[src/rtl/home_inventory_adc_seq.sv]
// ADC capture sequencer: walks channels through a req/ack handshake and packs
// one header word plus one sign-extended sample per channel into the stream FIFO.
module home_inventory_adc_seq #(
    parameter int unsigned NUM_CH_MAX = 8,
    parameter int unsigned DATA_W     = 24,
    parameter int unsigned FIFO_DEPTH = 16,
    localparam int unsigned CH_W      = 3,
    localparam int unsigned NCH_W     = 4,
    localparam int unsigned CNT_W     = 16,
    localparam int unsigned DROP_W    = 8,
    localparam int unsigned WORD_W    = 32,
    localparam int unsigned LVL_W     = 17
) (
    input  logic              wb_clk_i,
    input  logic              wb_rst_ni,
    input  logic              enable_i,
    input  logic              start_i,
    input  logic              snapshot_i,
    input  logic [NCH_W-1:0]  num_ch_i,
    input  logic [CNT_W-1:0]  period_i,
    output logic              adc_req_o,
    output logic [CH_W-1:0]   adc_ch_o,
    input  logic              adc_ack_i,
    input  logic [DATA_W-1:0] adc_data_i,
    input  logic [CNT_W-1:0]  fifo_level_i,
    output logic              fifo_push_o,
    output logic [WORD_W-1:0] fifo_wdata_o,
    output logic              raw_we_o,
    output logic [CH_W-1:0]   raw_idx_o,
    output logic [WORD_W-1:0] raw_data_o,
    output logic              busy_o,
    output logic              frame_done_o,
    output logic              frame_drop_o,
    output logic [CNT_W-1:0]  frame_cnt_o
);

    typedef enum logic [2:0] {
        S_IDLE,
        S_HDR,
        S_REQ,
        S_GAP,
        S_DONE,
        S_WAIT
    } state_t;

    localparam logic [NCH_W-1:0]  CH_MAX   = NCH_W'(NUM_CH_MAX);
    localparam logic [LVL_W-1:0]  DEPTH    = LVL_W'(FIFO_DEPTH);
    localparam logic [DROP_W-1:0] DROP_SAT = '1;

    state_t              state_q, state_d;
    logic [CH_W-1:0]     ch_q, ch_d;
    logic [NCH_W-1:0]    ch_eff_q, ch_eff_d;
    logic [CNT_W-1:0]    cnt_q, cnt_d;
    logic                cont_q, cont_d;
    logic                pend_q, pend_d;
    logic                dropped_q, dropped_d;
    logic [DROP_W-1:0]   drop_cnt_q, drop_cnt_d;
    logic [CNT_W-1:0]    frame_cnt_q, frame_cnt_d;

    logic                adc_req_q, adc_req_d;
    logic [CH_W-1:0]     adc_ch_q, adc_ch_d;
    logic                push_q, push_d;
    logic [WORD_W-1:0]   wdata_q, wdata_d;
    logic                raw_we_q, raw_we_d;
    logic [CH_W-1:0]     raw_idx_q, raw_idx_d;
    logic [WORD_W-1:0]   raw_data_q, raw_data_d;
    logic                busy_q, busy_d;
    logic                done_q, done_d;
    logic                drop_q, drop_d;

    logic [NCH_W-1:0]    ch_eff_c;
    logic [LVL_W-1:0]    need_c;
    logic                space_ok_c;
    logic                trig_c;
    logic                last_ch_c;
    logic [WORD_W-1:0]   sample_c;

    always_comb begin
        ch_eff_c   = (num_ch_i > CH_MAX) ? CH_MAX : num_ch_i;
        need_c     = LVL_W'(fifo_level_i) + LVL_W'(ch_eff_c) + LVL_W'(1);
        space_ok_c = (need_c <= DEPTH);
        trig_c     = snapshot_i | pend_q | (start_i & enable_i);
        last_ch_c  = ({1'b0, ch_q} == (ch_eff_q - NCH_W'(1)));
        sample_c   = WORD_W'($signed(adc_data_i));
    end

    // Next-state and registered-output logic
    always_comb begin
        state_d     = state_q;
        ch_d        = ch_q;
        ch_eff_d    = ch_eff_q;
        cnt_d       = cnt_q;
        cont_d      = cont_q;
        pend_d      = pend_q;
        dropped_d   = dropped_q;
        drop_cnt_d  = drop_cnt_q;
        frame_cnt_d = frame_cnt_q;
        push_d      = 1'b0;
        wdata_d     = wdata_q;
        raw_we_d    = 1'b0;
        raw_idx_d   = raw_idx_q;
        raw_data_d  = raw_data_q;
        drop_d      = 1'b0;

        if (snapshot_i && state_q != S_IDLE && state_q != S_WAIT) begin
            pend_d = 1'b1;
        end
        if (start_i && enable_i && state_q != S_IDLE) begin
            cont_d = 1'b1;
        end

        case (state_q)
            S_IDLE: begin
                if (trig_c) begin
                    pend_d = 1'b0;
                    if (num_ch_i != NCH_W'(0)) begin
                        state_d = S_HDR;
                        if (start_i && enable_i) begin
                            cont_d = 1'b1;
                        end
                    end
                end
            end
            S_HDR: begin
                ch_eff_d  = ch_eff_c;
                ch_d      = '0;
                dropped_d = ~space_ok_c;
                if (space_ok_c) begin
                    push_d  = 1'b1;
                    wdata_d = {4'hA, ch_eff_c, drop_cnt_q, frame_cnt_q};
                    // A zero-channel frame (num_ch changed after the trigger) is header-only
                    state_d = (ch_eff_c == NCH_W'(0)) ? S_DONE : S_REQ;
                end else begin
                    drop_d  = 1'b1;
                    if (drop_cnt_q != DROP_SAT) begin
                        drop_cnt_d = drop_cnt_q + DROP_W'(1);
                    end
                    state_d = S_DONE;
                end
            end
            S_REQ: begin
                if (adc_ack_i) begin
                    push_d     = 1'b1;
                    wdata_d    = sample_c;
                    raw_we_d   = 1'b1;
                    raw_idx_d  = ch_q;
                    raw_data_d = sample_c;
                    if (last_ch_c) begin
                        state_d = S_DONE;
                    end else begin
                        ch_d    = ch_q + CH_W'(1);
                        state_d = S_GAP;
                    end
                end
            end
            S_GAP: begin
                state_d = S_REQ;
            end
            S_DONE: begin
                if (!dropped_q) begin
                    frame_cnt_d = frame_cnt_q + CNT_W'(1);
                end
                if (pend_q || snapshot_i) begin
                    pend_d  = 1'b0;
                    state_d = S_HDR;
                end else if (cont_d && enable_i && period_i != CNT_W'(0)) begin
                    cnt_d   = period_i - CNT_W'(1);
                    state_d = S_WAIT;
                end else begin
                    cont_d  = 1'b0;
                    state_d = S_IDLE;
                end
            end
            S_WAIT: begin
                if (!enable_i) begin
                    cont_d  = 1'b0;
                    state_d = snapshot_i ? S_HDR : S_IDLE;
                end else if (snapshot_i || cnt_q == CNT_W'(0)) begin
                    state_d = S_HDR;
                end else begin
                    cnt_d = cnt_q - CNT_W'(1);
                end
            end
            default: begin
                state_d = S_IDLE;
            end
        endcase

        adc_req_d = (state_d == S_REQ);
        adc_ch_d  = ch_d;
        busy_d    = (state_d != S_IDLE);
        done_d    = (state_d == S_DONE);
    end

    always_ff @(posedge wb_clk_i or negedge wb_rst_ni) begin
        if (!wb_rst_ni) begin
            state_q     <= S_IDLE;
            ch_q        <= '0;
            ch_eff_q    <= '0;
            cnt_q       <= '0;
            cont_q      <= 1'b0;
            pend_q      <= 1'b0;
            dropped_q   <= 1'b0;
            drop_cnt_q  <= '0;
            frame_cnt_q <= '0;
            adc_req_q   <= 1'b0;
            adc_ch_q    <= '0;
            push_q      <= 1'b0;
            wdata_q     <= '0;
            raw_we_q    <= 1'b0;
            raw_idx_q   <= '0;
            raw_data_q  <= '0;
            busy_q      <= 1'b0;
            done_q      <= 1'b0;
            drop_q      <= 1'b0;
        end else begin
            state_q     <= state_d;
            ch_q        <= ch_d;
            ch_eff_q    <= ch_eff_d;
            cnt_q       <= cnt_d;
            cont_q      <= cont_d;
            pend_q      <= pend_d;
            dropped_q   <= dropped_d;
            drop_cnt_q  <= drop_cnt_d;
            frame_cnt_q <= frame_cnt_d;
            adc_req_q   <= adc_req_d;
            adc_ch_q    <= adc_ch_d;
            push_q      <= push_d;
            wdata_q     <= wdata_d;
            raw_we_q    <= raw_we_d;
            raw_idx_q   <= raw_idx_d;
            raw_data_q  <= raw_data_d;
            busy_q      <= busy_d;
            done_q      <= done_d;
            drop_q      <= drop_d;
        end
    end

    assign adc_req_o    = adc_req_q;
    assign adc_ch_o     = adc_ch_q;
    assign fifo_push_o  = push_q;
    assign fifo_wdata_o = wdata_q;
    assign raw_we_o     = raw_we_q;
    assign raw_idx_o    = raw_idx_q;
    assign raw_data_o   = raw_data_q;
    assign busy_o       = busy_q;
    assign frame_done_o = done_q;
    assign frame_drop_o = drop_q;
    assign frame_cnt_o  = frame_cnt_q;

endmodule

[config.mk]
export PLATFORM = sky130hd
export DESIGN_NAME = home_inventory_adc_seq
export DESIGN_NICKNAME = d
export VERILOG_FILES = /design/src/rtl/home_inventory_adc_seq.sv
export SDC_FILE = /design/constraint.sdc
export NUM_CORES = 1
export LEC_CHECK = 0
export CORE_UTILIZATION = 40
export CTS_BUF_LIST = sky130_fd_sc_hd__clkbuf_8
export DETAILED_ROUTE_END_ITERATION = 8
export DONT_BUFFER_PORTS = 1
export GPL_TIMING_DRIVEN = 1
export PLACE_DENSITY = 0.63
export REMOVE_ABC_BUFFERS = 1
export SYNTH_ARGS = -nofsm -noshare
export SYNTH_HDL_FRONTEND = slang
export SYNTH_SLANG_ARGS = --single-unit
[constraint.sdc]
create_clock -name wb_clk_i -period 3.7 [get_ports wb_clk_i]
set_input_delay 0.555 -clock wb_clk_i [delete_from_list [all_inputs] [get_ports wb_clk_i]]
set_output_delay 0.555 -clock wb_clk_i [all_outputs]
set_load 0.02 [all_outputs]
==> impl_table.tex <==
\begin{tabular}{lr}
\hline
Metric & Value \\
\hline
\multicolumn{2}{l}{\textbf{Power}} \\
Peak VDD IR & 379 uV \\
Static leakage & 0.00292 uW \\
Power density over the cells & 688 nW/um\^{}2 \\
Power after layout & 4600 uW \\
\multicolumn{2}{l}{\textbf{Setup path}} \\
Worst reg-to-reg path cell count & 7 \\
Top cell family by delay on the critical path & simple AND/OR/NAND/NOR gates \\
Total number of cells along the worst setup path & 7 \\
Max FO, Critical Path & 10 \\
Worst setup path category & reg2reg \\
CP peak stage delay & 670 ps \\
CP Capture Type & register \\
List of cells traversed by the critical path & and3b\_1, mux2i\_1, ha\_1, a21boi\_1, nand3b\_1, nor3\_1, a211oi\_2 \\
Arr. time, crit path & 3180 ps \\
Slowest library cell on the worst path & sky130\_fd\_sc\_hd\_\_a21boi\_1 \\
Element type at the critical path start & register \\
Required time at the worst-slack endpoint & 4020 ps \\
Number of buffers and inverters on the critical path & 0 \\
\multicolumn{2}{l}{\textbf{GRT}} \\
Grt total ovfl & 0 \\
Initial antenna violation count & 0 \\
Wire length of the first global-routing pass & 25700 um \\
Vias in the first global route & 4857 \\
Largest net degree at the start of global routing & 117 \\
Total GRT Usage & 0.206 \\
\multicolumn{2}{l}{\textbf{Timing}} \\
Clk\_skew & 15.7 ps \\
Headroom to the max-slew limit & 0.378 \\
Worst-Margin Slew & 933 ps \\
Final number of hold-violating endpoints & 0 \\
Peak Freq & 350 MHz \\
Count of endpoints failing setup in the final report & 0 \\
Unrepaired setup endpoints after global routing & no \\
Shortest clock period the worst path allows after layout & 2860 ps \\
Total negative slack for setup checks & 0 ps \\
Share of the cycle needed by the critical path after routing & 0.773 \\
Final slew viol count & 0 \\
\multicolumn{2}{l}{\textbf{Cells and area}} \\
Share of final-layout standard cells stronger than drive strength 1 & 0.102 \\
Net count reported at finish & 709 \\
P\&R area growth vs syn & 8.72\% \\
Final core area utilization & 0.454 \\
Layout filler cell count & 1405 \\
Antenna fix cells & 0 \\
\multicolumn{2}{l}{\textbf{CTS}} \\
Latest clock arrival within the worst-skew pair & 440 ps \\
Clk sink count & 116 \\
\# resized after CTS & 0 \\
\# Post-CTS Setup Buffers & 0 \\
TritonCTS clock tree & yes \\
CTS max path bufs & 2 \\
Hold-fix buffers at CTS & 1 \\
Clk root buf & sky130\_fd\_sc\_hd\_\_clkbuf\_8 \\
Clock buffers created by TritonCTS & 17 \\
Clock input transition at the sequential cells of the worst setup and hold paths & 80 ps \\
Count of H-tree levels built during CTS & 4 \\
\multicolumn{2}{l}{\textbf{Synth}} \\
Post-synth ARST share & 1.00 \\
Mean instance size in the synthesized netlist & 9.51 um\^{}2 \\
Distinct cell type count after synthesis & 77 \\
Flip-flop and latch count after synthesis & 116 \\
Cell accounting for the most synthesized area & sky130\_fd\_sc\_hd\_\_dfrtp\_1 \\
Prevailing post-synth register cell & sky130\_fd\_sc\_hd\_\_dfrtp\_1 \\
Sequential fraction of the synthesis area & 0.472 \\
Leading cell types by total area after synthesis & sky130\_fd\_sc\_hd\_\_dfrtp\_1 (47\%), sky130\_fd\_sc\_hd\_\_nand2\_1 (7.1\%), sky130\_fd\_sc\_hd\_\_mux2i\_1 (4.9\%) \\
Synthesized cell area & 6150 um\^{}2 \\
Yosys warns & 0 \\
Fraction of synthesized cell area taken by the top area cell type & 0.472 \\
Instance count of the mapped netlist & 647 \\
Post-synth EDFFs & 0 \\
Top post-synthesis cells by count & sky130\_fd\_sc\_hd\_\_nand2\_1 (117), sky130\_fd\_sc\_hd\_\_dfrtp\_1 (116), sky130\_fd\_sc\_hd\_\_nor2\_1 (49), sky130\_fd\_sc\_hd\_\_mux2i\_1 (30), sky130\_fd\_sc\_hd\_\_o21ai\_0 (26) \\
Most instantiated library cell after synthesis & sky130\_fd\_sc\_hd\_\_nand2\_1 \\
\multicolumn{2}{l}{\textbf{Detailed routing}} \\
Initial DRT Pass Iterations & 5 \\
Overall via count from detail\_route & 4749 \\
Total Routed Length & 15500 um \\
Drt via density & 5.71 \\
DRC violation total after the first TritonRoute iteration & 333 \\
Remaining number of nets flagged by the antenna check after routing & 0 \\
Wire length per cell after detailed routing & 18.7 um \\
Total DRC errors in the routed layout & 0 \\
\multicolumn{2}{l}{\textbf{Die}} \\
Die boundary width & 126 um \\
Die height & 126 um \\
Area of the die & 15900 um\^{}2 \\
Floorplan core area & 14800 um\^{}2 \\
Standard-cell rows & 44 \\
Count of pins on the block boundary & 158 \\
Initial Util & 0.417 \\
\multicolumn{2}{l}{\textbf{Placement}} \\
Quantity of I/O buffers inserted on ports & 0 \\
Final weighted congestion in routability-driven placement & 0.864 \\
HPWL after DPL & 11000 um \\
\multicolumn{2}{l}{\textbf{Outcome}} \\
Outcome & finished, final reports clean \\
\multicolumn{2}{l}{\textbf{Min path}} \\
Worst hold-check path type & in2async \\
\multicolumn{2}{l}{\textbf{Job}} \\
Number of max-capacitance violations reported & 0 \\
\hline
\end{tabular}
-- stage by stage --
step,worst slack [ps],area [um^2],hold slack [ps],cells
after CTS,822,6690,69.9,831
after global routing,559,6690,72.4,831
after floorplan,700,5940,259,606
final,839,6690,52.5,831
after global placement,710,6240,267,798
after detailed placement,540,6240,268,798
-- final cells by class --
class                   count  area [um^2]  area share
clock buffers              17          234      0.0350
clock inverters            15          194      0.0290
inverters                  13         48.8     0.00729
multi-input cells         477         2990       0.447
flip-flops and latches    116         2900       0.434
well taps                 184          230      0.0344
repair buffers              9         87.6      0.0131
-- routing by layer --
layer | vias to the layer above | wire [um] | GRT usage
met3 | 20 | 1130 | 0.0671
met2 | 161 | 7660 | 0.339
met5 | - | 0 | 0
met4 | 0 | 289 | 0.0843
li1 | 2271 | - | -
met1 | 2297 | 6470 | 0.249
-- cell families after synthesis --
group           after synthesis  synth area share
compound gates              126             0.143
xor+xnor                     28            0.0398
fa+ha+maj                     9            0.0183
buf+inv                      54            0.0433
flops                       116             0.472
mux                          39            0.0653
simple gates                275             0.218
-- final timing paths --
kind / startpoint / end / slack, ps
max in group asynchronous: wb_rst_ni / frame_drop_o$_DFF_PN0_ / 3190
max reg2reg: state_q[1]$_DFF_PN0_ / cnt_q[14]$_DFFE_PN0P_ / 840
min reg2reg: dropped_q$_DFFE_PN0P_ / dropped_q$_DFFE_PN0P_ / 520
max: state_q[1]$_DFF_PN0_ / cnt_q[14]$_DFFE_PN0P_ / 840
min in group wb_clk_i: adc_data_i[14] / raw_data_o[14]$_DFFE_PN0P_ / 210
min: wb_rst_ni / raw_data_o[9]$_DFFE_PN0P_ / 50
-- state kept, by name (all words and copies together) (netlist names), 3 cells and up --
register,cells
fifo_wdata_o,30
raw_data_o,24
cnt_q,16
frame_cnt_o,16
drop_cnt_q,8
ch_eff_q,4
adc_ch_o,3
raw_idx_o,3
state_q,3
-- cell usage in the layout, fill, tap and decap left out, types with 5 or more instances in the layout --
cell and count:
sky130_fd_sc_hd__nand2_1 117, sky130_fd_sc_hd__dfrtp_1 115, sky130_fd_sc_hd__nor2_1 48, sky130_fd_sc_hd__mux2i_1 30, sky130_fd_sc_hd__o21ai_0 26, sky130_fd_sc_hd__a22oi_1 25
sky130_fd_sc_hd__nand3_1 22, sky130_fd_sc_hd__xnor2_1 21, sky130_fd_sc_hd__a21oi_1 21, sky130_fd_sc_hd__nor3_1 18, sky130_fd_sc_hd__clkbuf_8 17, sky130_fd_sc_hd__inv_1 12
sky130_fd_sc_hd__nand2b_1 10, sky130_fd_sc_hd__nand4_1 9, sky130_fd_sc_hd__ha_1 9, sky130_fd_sc_hd__buf_4 8, sky130_fd_sc_hd__xor2_1 7, sky130_fd_sc_hd__a31oi_1 6
sky130_fd_sc_hd__mux2_1 6, sky130_fd_sc_hd__and3_1 6, sky130_fd_sc_hd__inv_6 6, sky130_fd_sc_hd__o21ai_1 5
-- worst reg2reg max path, cell delays in order (launching register included) --
cell,delay [ps]
sky130_fd_sc_hd__dfrtp_1,490
sky130_fd_sc_hd__and3b_1,400
sky130_fd_sc_hd__mux2i_1,280
sky130_fd_sc_hd__ha_1,330
sky130_fd_sc_hd__a21boi_1,670
sky130_fd_sc_hd__nand3b_1,230
sky130_fd_sc_hd__nor3_1,270
sky130_fd_sc_hd__a211oi_2,80
-- power by group --
group,leakage [uW],internal (uW),switching (uW)
clock network,0.000207,684,580
registers,0.00147,1630,691
logic,0.00124,445,570
Note: power is estimated with default switching activity, not from simulation.
